`src/rtl/pulse_stretch.sv`:
```
// Event pulse stretcher: each i_pulse event becomes a HIGH_CYC-wide o_pulse,
// spaced by GAP_CYC low cycles. Define PULSE_STRETCH_OVF_EN for a sticky overflow flag.
module pulse_stretch #(
    parameter int HIGH_CYC = 4,
    parameter int GAP_CYC  = 4,
    parameter int PEND_W   = 4
) (
    input  logic              i_clk,
    input  logic              rst_n,
    input  logic              clr,
    input  logic              i_pulse,
    output logic              o_pulse,
    output logic              o_busy,
    output logic [PEND_W-1:0] o_pending,
    output logic              o_ovf
);

    localparam int MAXC = (HIGH_CYC > GAP_CYC) ? HIGH_CYC : GAP_CYC;
    localparam int CW   = $clog2(MAXC + 1);

    localparam logic [CW-1:0] HIGH_LD = CW'(HIGH_CYC - 1);
    localparam logic [CW-1:0] GAP_LD  = CW'(GAP_CYC - 1);

    typedef enum logic [1:0] {
        IDLE = 2'd0,
        HIGH = 2'd1,
        GAP  = 2'd2
    } state_t;

    state_t            state_q, state_d;
    logic [CW-1:0]     cnt_q, cnt_d;
    logic [PEND_W-1:0] pend_q, pend_d;
    logic              pulse_q, pulse_d;

    logic boundary;
    logic pend_nz;
    logic pend_full;
    logic take_pend;
    logic take_pulse;
    logic start;
    logic inc;
    logic dec;

    // A start may happen from IDLE or on the final GAP cycle; clr suppresses it.
    always_comb begin
        boundary   = (state_q == IDLE) ||
                     ((state_q == GAP) && (cnt_q == '0));
        pend_nz    = (pend_q != '0);
        pend_full  = (pend_q == '1);
        take_pend  = boundary && !clr && pend_nz;
        take_pulse = boundary && !clr && !pend_nz && i_pulse;
        start      = take_pend || take_pulse;
        inc        = i_pulse && !clr && !take_pulse;
        dec        = take_pend;
    end

    // Pending queue: +1 per unconsumed event, -1 per queued start, saturating.
    always_comb begin
        pend_d = pend_q;
        if (clr) begin
            pend_d = '0;
        end else if (inc && !dec && !pend_full) begin
            pend_d = pend_q + 1'b1;
        end else if (dec && !inc) begin
            pend_d = pend_q - 1'b1;
        end
    end

    // State, shared duration counter, pending count and output register.
    always_ff @(posedge i_clk or negedge rst_n) begin
        if (!rst_n) begin
            state_q <= IDLE;
            cnt_q   <= '0;
            pend_q  <= '0;
            pulse_q <= 1'b0;
        end else begin
            state_q <= state_d;
            cnt_q   <= cnt_d;
            pend_q  <= pend_d;
            pulse_q <= pulse_d;
        end
    end

    // Next state and counter reload on entry to HIGH or GAP.
    always_comb begin
        state_d = state_q;
        unique case (state_q)
            IDLE: begin
                if (start) state_d = HIGH;
            end
            HIGH: begin
                if (cnt_q == '0) state_d = GAP;
            end
            GAP: begin
                if (cnt_q == '0) state_d = start ? HIGH : IDLE;
            end
            default: state_d = IDLE;
        endcase

        cnt_d = cnt_q;
        if ((state_d == HIGH) && (state_q != HIGH)) begin
            cnt_d = HIGH_LD;
        end else if ((state_d == GAP) && (state_q != GAP)) begin
            cnt_d = GAP_LD;
        end else if (cnt_q != '0) begin
            cnt_d = cnt_q - 1'b1;
        end
    end

    // Outputs: o_pulse is a flop that mirrors the HIGH state.
    always_comb begin
        pulse_d   = (state_d == HIGH);
        o_pulse   = pulse_q;
        o_busy    = (state_q != IDLE) || pend_nz;
        o_pending = pend_q;
    end

`ifdef PULSE_STRETCH_OVF_EN
    logic ovf_q;
    logic drop;

    assign drop = inc && !dec && pend_full;

    // Sticky record of any event lost to saturation.
    always_ff @(posedge i_clk or negedge rst_n) begin
        if (!rst_n) begin
            ovf_q <= 1'b0;
        end else if (clr) begin
            ovf_q <= 1'b0;
        end else if (drop) begin
            ovf_q <= 1'b1;
        end
    end

    assign o_ovf = ovf_q;
`else
    assign o_ovf = 1'b0;
`endif

endmodule

```
`config.mk`:
```
export PLATFORM = sky130hd
export DESIGN_NAME = pulse_stretch
export DESIGN_NICKNAME = d
export VERILOG_FILES = /design/src/rtl/pulse_stretch.sv
export SDC_FILE = /design/constraint.sdc
export NUM_CORES = 1
export LEC_CHECK = 0
export CORE_MARGIN = 2
export CORE_UTILIZATION = 55
export DETAILED_ROUTE_END_ITERATION = 10
export PLACE_DENSITY = 0.81
export SLEW_MARGIN = 25
export SYNTH_ARGS = -nofsm -noshare
export SYNTH_HDL_FRONTEND = slang
export SYNTH_SLANG_ARGS = --single-unit
```
`constraint.sdc`:
```
create_clock -name i_clk -period 4 [get_ports i_clk]
set_input_delay 0.4 -clock i_clk [delete_from_list [all_inputs] [get_ports i_clk]]
set_output_delay 0.4 -clock i_clk [all_outputs]
set_load 0.03 [all_outputs]
```
# Word-level counts from Yosys, hierarchy flattened
# Index checks and enable logic that the tools add are counted.
# totals
out_inout_bits,7
word_cells,53
inputBits,4
regBits,10
# classes
n_eq_ne,7
reduce_logical,28
muxes,11
add_sub_neg,3
# op_table
cell,count
$logic_and 1x1->1,12
$mux 4,3
$mux 3,3
$reduce_bool 3->1,3
$logic_not 1->1,6
$mux 2,3
$pmux 2 s3,1
$add 4x1->4 const B,1
$eq 2x1->1 const B,2
$eq 2x2->1 const B,2
$eq 4x4->1 const B,1
$reduce_bool 4->1,1
$sub 4x1->4 const B,1
$logic_not 3->1,1
$logic_or 1x1->1,3
$sub 3x1->3 const B,1
$logic_not 2->1,1
$ne 2x1->1 const B,1
$ne 2x2->1 const B,1
$reduce_bool 2->1,1
$mux 1,1

# Logic depth before layout (Yosys ltp)
# Gate-level depths: netlist of run 1.
# logic_depth
word_depth,14
depth_mapped,11
mapped_depth_nobuf,10

# Least setup slack after synthesis of run 1
# OpenSTA, ideal clock, no wires.
# synth_path
path_kind,reg2reg
startpoint,"register pend_q[2], in the netlist o_pending[2]"
endpoint,"register pend_q[3], in the netlist o_pending[3]"
setup_ns,0.116
required_time_ns,3.884
arrival_ns,2.213
stages_incl_launch_ff,9
period_less_slack_ns,2.329
setup_slack_ns,1.671
path_cell_list,dfrtp_1 > and4_1 > nor3_1 > nand2_1 > ha_1 > a21o_1 > a2111oi_0 > mux2i_1 > o311ai_0
# synth_via
elab_chain_cells,10
word_cells_on_any_way,20
# synth_lines
item,line_no,source
start: declaration,32,"logic [PEND_W-1:0] pend_q, pend_d;"
start signal: assignment,79,pend_q <= pend_d;
$reduce_bool 4->1,48,pend_nz = (pend_q != '0);
$logic_not 1->1,51,take_pulse = boundary && !clr && !pend_nz && i_pulse;
$logic_and 1x1->1 (2 in a row),51,
$logic_not 1->1,53,inc = i_pulse && !clr && !take_pulse;
$logic_and 1x1->1,53,
$logic_and 1x1->1 (2 in a row),62,end else if (inc && !dec && !pend_full) begin
$mux 4,62,
$mux 4,60,if (clr) begin
# Parallel ways exist; a longest one is shown, timed or not. The select of a mux whose other input is x is not followed.
# A chain may end at the register's enable or synchronous reset.

# Final worst setup path of run 1
# layout_path
startpoint,input clr
endpoint,"register pend_q[3], in the netlist o_pending[3]"
# layout_via
elab_chain_cells,10
word_cells_on_any_way,16
# layout_lines
item,line_no,source
start: declaration,10,"input logic clr,"
$logic_not 1->1,"50, 51, 53",
$logic_and 1x1->1,"50, 51",
$logic_and 1x1->1 (2 in a row),51,
$logic_not 1->1,53,
$logic_and 1x1->1,53,
$logic_and 1x1->1 (2 in a row),62,
$mux 4,62,
$mux 4,60,
# Parallel ways exist; a longest one is shown, timed or not.

==> results of run 1 <==
[per-stage QoR]
step,cells,cell area [µm²],utilization (%),setup WS [ps],hold WS [ps]
after detailed placement,99,825,64.2,1080,520
after floorplan,80,746,-,1670,104
after global routing,103,861,67.0,1250,483
final,103,861,67.0,1310,453
after CTS,103,861,67.0,1320,472
after global placement,99,825,64.2,1250,512
[area by class of cell]
class | count | area, µm² | area share [%]
Timing Repair Buffer | 9 | 90.1 | 10.5
Sequential cell | 10 | 250 | 29.1
Inverter | 7 | 26.3 | 3.05
Tap cell | 15 | 18.8 | 2.18
Multi-Input combinational cell | 58 | 439 | 51.0
Clock buffer | 4 | 36.3 | 4.22
[power groups by stage]
stage	logic [W]	registers (W)	clock network, W
after floorplan	0.000294	0.000216	0
after global placement	0.000387	0.000209	0
after detailed placement	0.000400	0.000209	0
after CTS	0.000402	0.000208	0.0000938
after global routing	0.000440	0.000215	0.0000996
final	0.000398	0.000208	0.0000945
[cells by family after synthesis]
kind of cell	count (synthesis)
compound gates	19
flops	10
simple gates	27
fa+ha+maj	5
xor+xnor	1
other cells	1
buf+inv	12
mux	5
[worst min-delay path by stage]
stage and to:
6_report state_q[0], 2_1_floorplan cnt_q[0], 3_5_place_dp cnt_q[1], 4_1_cts o_pulse, 5_1_grt state_q[0], 3_3_place_gp cnt_q[1]
[registers in the layout, indices dropped and copies added, names as in the netlist]
register,flops
o_pulse,1
cnt_q,3
o_pending,4
state_q,2
[worst reg2reg max path, stage by stage, from the launching register on]
cell       delay, ps
dfrtp_1          480
and4_1           230
nor3_1           330
nand2_1          190
ha_1             310
a21o_1           210
a2111oi_0        420
mux2i_1          130
o311ai_0         110
[cells in the final DEF (no fill, tap or decap)]
| cell | Yosys | final |
|---|---|---|
| o31ai_1 | 1 | 1 |
| clkdlybuf4s50_1 | 0 | 9 |
| nand3_1 | 1 | 1 |
| a211oi_1 | 2 | 2 |
| nand2b_1 | 1 | 1 |
| clkbuf_4 | 0 | 3 |
| nand4bb_1 | 1 | 1 |
| nor4_4 | 1 | 1 |
| o22ai_1 | 1 | 1 |
| a2111oi_0 | 1 | 1 |
| a21oi_1 | 6 | 6 |
| dfrtp_1 | 10 | 10 |
| and2b_2 | 1 | 1 |
| conb_1 | 1 | 1 |
| nor3_1 | 3 | 3 |
| ha_1 | 4 | 4 |
| a21oi_2 | 1 | 1 |
| clkbuf_8 | 0 | 1 |
| a2111oi_4 | 1 | 1 |
| o21ai_0 | 2 | 2 |
| nand2_1 | 6 | 6 |
| mux2_1 | 3 | 3 |
| nor2b_1 | 1 | 1 |
| fa_1 | 1 | 1 |
| a21o_1 | 2 | 2 |
| o311ai_0 | 1 | 1 |
| and4_1 | 1 | 1 |
| mux2i_1 | 2 | 2 |
| nor2_1 | 10 | 10 |
| a21o_2 | 1 | 1 |
| inv_1 | 7 | 7 |
| xor2_1 | 1 | 1 |
| nand2b_4 | 1 | 1 |
[routing by layer]
metal / global-route usage, % / up-vias
li1: - / 290
met1: 23.9 / 288
met2: 35.5 / 14
met3: 4.89 / 4
met4: 11.7 / 0
met5: 0 / -
==> flow_metrics.env, run 1 <==
export IMPL_wirelength_um=1420
export IMPL_dr_wl_met2_um=746
export IMPL_postSynthAreaPerCell_um2=9.32
export IMPL_yosys_area_share_adder_pct=9.40
export IMPL_crit_end="o_pending[3]"
export IMPL_reg2reg_to="o_pending[3]"
export IMPL_path_max_fanout=12
export IMPL_holdCritPathClass="in2async"
export IMPL_power_density_nw_per_um2=814
export IMPL_fin_crit_ps=2690
export IMPL_yosys_register_bits=10
export IMPL_cts_tree="done"
export IMPL_wl_met1_um=619
export IMPL_antenna_found_initial=0
export IMPL_cp_slowest_stage_delay_ps=610
export IMPL_finClkSkew_ps=3.54
export IMPL_cts_clk_slew_worst_paths_ps=70
export IMPL_power_share_sequential_pct=29.7
export IMPL_synthCells=80
export IMPL_ys_dominant_reg_cell="dfrtp_1"
export IMPL_synth_warnings=0
export IMPL_grt_ovfl_total=0
export IMPL_drt_iter0_drc=14
export IMPL_clock_sinks=10
export IMPL_cpMaxStageDelayCell="clkdlybuf4s50_1"
export IMPL_clock_fmax_mhz=371
export IMPL_wl_met3_um=36
export IMPL_synth_xor_area_share_pct=1.17
export IMPL_fill_cells=100
export IMPL_maxCapViolCount=0
export IMPL_postCtsSetupBuffers=0
export IMPL_clock_path_buffers=2
export IMPL_ys_top_cells_by_count="dfrtp_1 (10), nor2_1 (10), inv_1 (7), a21oi_1 (6), nand2_1 (6)"
export IMPL_p_switching_w=0.000320
export IMPL_die_x_um=40.8
export IMPL_critPathKind="in2reg"
export IMPL_finalHoldViolations=0
export IMPL_grt_usage_pct=21.0
export IMPL_port_buffers=9
export IMPL_end_kind="register"
export IMPL_post_drt_wl_per_cell_um=13.8
export IMPL_rr_worst_depth=8
export IMPL_synth_cell_types=33
export IMPL_crit_chain="clkdlybuf4s50_1 > nor3_1 > nand2_1 > ha_1 > a21o_1 > a2111oi_0 > mux2i_1 > o311ai_0"
export IMPL_worstReg2RegStart="o_pending[3]"
export IMPL_cp_top_family="compound AO/OA/AOI/OAI gates"
export IMPL_yosys_area_share_simple_pct=21.0
export IMPL_synthTopCellsByArea="dfrtp_1 (34%), ha_1 (6.7%), nor2_1 (5.0%)"
export IMPL_cts_max_level=1
export IMPL_path_depth=8
export IMPL_start_kind="primary input"
export IMPL_ios=11
export IMPL_timing_final_crit_share_pct=67.4
export IMPL_synth_top_area_share_pct=33.6
export IMPL_p_clk_share_pct=13.5
export IMPL_grt_pass1_wl_um=2210
export IMPL_p_leak_nw=0.386
export IMPL_cts_repair_resized=0
export IMPL_drv_slew=0
export IMPL_setup_viol=0
export IMPL_fin_nets=98
export IMPL_fp_dieH_um=40.8
export IMPL_critical_path_required_ps=4150
export IMPL_cts_buffers=3
export IMPL_dr_max_layer_used="met4"
export IMPL_fp_row_count=13
export IMPL_layout_drive_gt1_share_pct=11.4
export IMPL_pwr_share_comb_pct=56.9
export IMPL_worst_path_buf_inv=1
export IMPL_rsz0062_at_grt="false"
export IMPL_vdd_ir_drop_max_mv=0.444
export IMPL_vias_per_cell=5.79
export IMPL_cts_root_buf="clkbuf_4"
export IMPL_syn_to_final_growth_pct=15.4
export IMPL_drt_antenna_violating_nets=0
export IMPL_switching_share_pct=45.7
export IMPL_drc=0
export IMPL_die_area_um2=1670
export IMPL_synthesis_nets=89
export IMPL_internal_power_w=0.000380
export IMPL_setup_tns_ps=0
export IMPL_dr_total_vias=596
export IMPL_syn_area_um2=746
export IMPL_synth_async_reset_ratio_pct=100
export IMPL_r2r_slack_ps=1480
export IMPL_status="completed"
export IMPL_synth_compound_area_share_pct=19.6
export IMPL_grt_pass1_vias=515
export IMPL_cts_hold_buf=0
export IMPL_crit_start="clr"
export IMPL_clkLatencyLatePin_ps=270
export IMPL_start_util_pct=58.0
export IMPL_grt_max_degree=13
export IMPL_dr_pass1_iters=4
export IMPL_diodes=0
export IMPL_hpwl_um=1120
export IMPL_synth_edf_count=0
export IMPL_core_um2=1280
export IMPL_place_gp_congestion=0.791
export IMPL_worstPathArrival_ps=2840
export IMPL_ys_seq_area_share_pct=33.6
export IMPL_muxShareOfSynthArea_pct=7.21
export IMPL_power_w=0.000700
export IMPL_synth_top_family_by_area="simple AND/OR/NAND/NOR gates"
export IMPL_yosysTopAreaCell="dfrtp_1"
Power figures use the tool's default switching activity.
==> run 2, diff against run 1 <==
--- a/config.mk
+++ b/config.mk
@@ -5,10 +5,11 @@
 export SDC_FILE = /design/constraint.sdc
 export NUM_CORES = 1
 export LEC_CHECK = 0
+export CORE_ASPECT_RATIO = 0.9
 export CORE_MARGIN = 2
-export CORE_UTILIZATION = 55
+export CORE_UTILIZATION = 46
 export DETAILED_ROUTE_END_ITERATION = 10
-export PLACE_DENSITY = 0.81
+export PLACE_DENSITY = 0.72
 export SLEW_MARGIN = 25
 export SYNTH_ARGS = -nofsm -noshare
 export SYNTH_HDL_FRONTEND = slang
==> constraint.sdc (replaced) <==
create_clock -name i_clk -period 2.3 [get_ports i_clk]
set_input_delay 0.23 -clock i_clk [delete_from_list [all_inputs] [get_ports i_clk]]
set_output_delay 0.23 -clock i_clk [all_outputs]
set_load 0.03 [all_outputs]
==> flow_metrics.env, run 2 (synthesis results as in run 1) <==
export IMPL_setup_slack_ps=88.3
export IMPL_vdd_ir_drop_max_mv=0.855
export IMPL_drt_iter0_drc=13
export IMPL_clock_fmax_mhz=452
export IMPL_cts_tree="done"
export IMPL_status="completed"
export IMPL_pre_cts_slack_ps=-49.7
export IMPL_worstPathArrival_ps=2340
export IMPL_clock_path_buffers=2
export IMPL_crit_chain="inv_2 > ha_4 > nand2b_4 > a21o_2 > nand2_2 > ha_1 > a21o_1 > buf_4 > a21oi_1 > nand4bb_1 > o311ai_0"
export IMPL_end_kind="register"
export IMPL_dr_total_vias=659
export IMPL_fin_crit_ps=2210
export IMPL_clock_sinks=10
export IMPL_cts_buffers=3
export IMPL_cp_slowest_stage_delay_ps=400
export IMPL_cts_repair_resized=3
export IMPL_fin_nets=111
export IMPL_tightest_slew_ps=501
export IMPL_cts_max_level=1
export IMPL_layout_drive_gt1_share_pct=28.0
export IMPL_timing_final_crit_share_pct=96.2
export IMPL_power_density_nw_per_um2=1380
export IMPL_critical_path_required_ps=2420
export IMPL_antenna_found_initial=0
export IMPL_wirelength_um=1740
export IMPL_grt_max_degree=12
export IMPL_place_gp_congestion=0.783
export IMPL_die_area_um2=1960
export IMPL_rsz0062_at_grt="false"
export IMPL_use_met3_pct=3.88
export IMPL_maxCapViolCount=0
export IMPL_grt_pass1_vias=685
export IMPL_fp_row_count=13
export IMPL_vias_per_cell=5.40
export IMPL_finalHoldViolations=0
export IMPL_layout_common_cells="buf_4 (13), nor2_1 (10), dfrtp_1 (10), clkdlybuf4s50_1 (9), a21oi_1 (6)"
export IMPL_register_area_um2=250
export IMPL_die_x_um=46.4
export IMPL_max_slew_margin_rel_pct=66.4
export IMPL_busiest_layer="met2"
export IMPL_met2_usage_pct=31.4
export IMPL_whs_ps=285
export IMPL_fin_util_pct=67.0
export IMPL_cts_clk_slew_worst_paths_ps=60
export IMPL_cpMaxStageDelayCell="dfrtp_1"
export IMPL_cts_hold_buf=0
export IMPL_grt_usage_pct=20.6
export IMPL_critPathKind="reg2reg"
export IMPL_clkLatencyLatePin_ps=260
export IMPL_stdcell_count=122
export IMPL_fin_area_um2=992
export IMPL_fill_cells=124
export IMPL_setup_viol=0
export IMPL_port_buffers=9
export IMPL_finClkSkew_ps=1.42
export IMPL_postCtsSetupBuffers=0
export IMPL_drc=0
export IMPL_multi_input_area_um2=478
export IMPL_p_leak_nw=0.446
export IMPL_start_util_pct=50.4
export IMPL_hpwl_um=1340
export IMPL_fp_dieH_um=42.2
export IMPL_drv_slew=0
export IMPL_largest_reg_flops=4
export IMPL_drt_antenna_violating_nets=0
export IMPL_start_kind="register"
export IMPL_met1_usage_pct=26.8
export IMPL_diodes=0
export IMPL_core_um2=1480
export IMPL_dp_cells=119
export IMPL_syn_to_final_growth_pct=33.1
export IMPL_post_drt_wl_per_cell_um=14.2
export IMPL_dr_pass1_iters=4
export IMPL_holdCritPathClass="in2async"
export IMPL_cts_root_buf="clkbuf_4"
export IMPL_grt_pass1_wl_um=2900
export IMPL_grt_ovfl_total=0
export IMPL_layout_commonest_cell="buf_4"
export IMPL_dpl_cell_area_um2=936
export IMPL_ios=11
export IMPL_path_max_fanout=3
==> run 2: cell types whose count changed in the layout (fill, tap and decap cells not counted), sizes merged <==
cell	delta
buf	+13
clkbuf	-1
==> run 2: layer usage <==
metal	vias to the layer above	wire length, µm
met4	0	42
met2	17	868
li1	318	-
met3	6	78
met1	318	748
met5	-	0
==> run 2: final timing paths <==
path / from / end / slack, ps / cells past startpoint
hold / removal: rst_n / state_q[1] / 280 / 1
hold reg to reg: cnt_q[2] / cnt_q[2] / 580 / 2
setup reg to reg: cnt_q[1] / o_pending[3] / 90 / 11
min in group i_clk: cnt_q[2] / cnt_q[2] / 580 / 2
max in group asynchronous: rst_n / cnt_q[0] / 1700 / 1
setup / recovery: cnt_q[1] / o_pending[3] / 90 / 11
==> run 2: report_power, final <==
| part | total, W | leakage, nW | switching, W | internal (W) |
|---|---|---|---|---|
| sequential | 0.000295 | 0.124 | 0.0000421 | 0.000252 |
| combinational | 0.000959 | 0.308 | 0.000523 | 0.000436 |
| clock | 0.000120 | 0.0138 | 0.0000596 | 0.0000604 |
| total | 0.00137 | 0.446 | 0.000625 | 0.000749 |
==> run 2: cell type report <==
class | instances | area share (%)
flip-flops and latches | 10 | 25.2
inverters | 7 | 2.65
repair buffers | 22 | 18.9
multi-input cells | 58 | 48.2
well taps | 22 | 2.77
clock buffers | 3 | 2.27
==> run 2: metrics by stage <==
stage | total power, W | TNS, ps
after floorplan | 0.000888 | 0
after global placement | 0.00115 | 0
after detailed placement | 0.00118 | -49.7
after CTS | 0.00132 | 0
after global routing | 0.00148 | 0
final | 0.00137 | 0
==> run 2: worst max-delay path, delay by kind of cell (launching register included) <==
family / cells / cell delay (ps)
simple gates: 3 / 290
compound gates: 4 / 760
buf+inv: 2 / 230
flops: 1 / 400
fa+ha+maj: 2 / 380
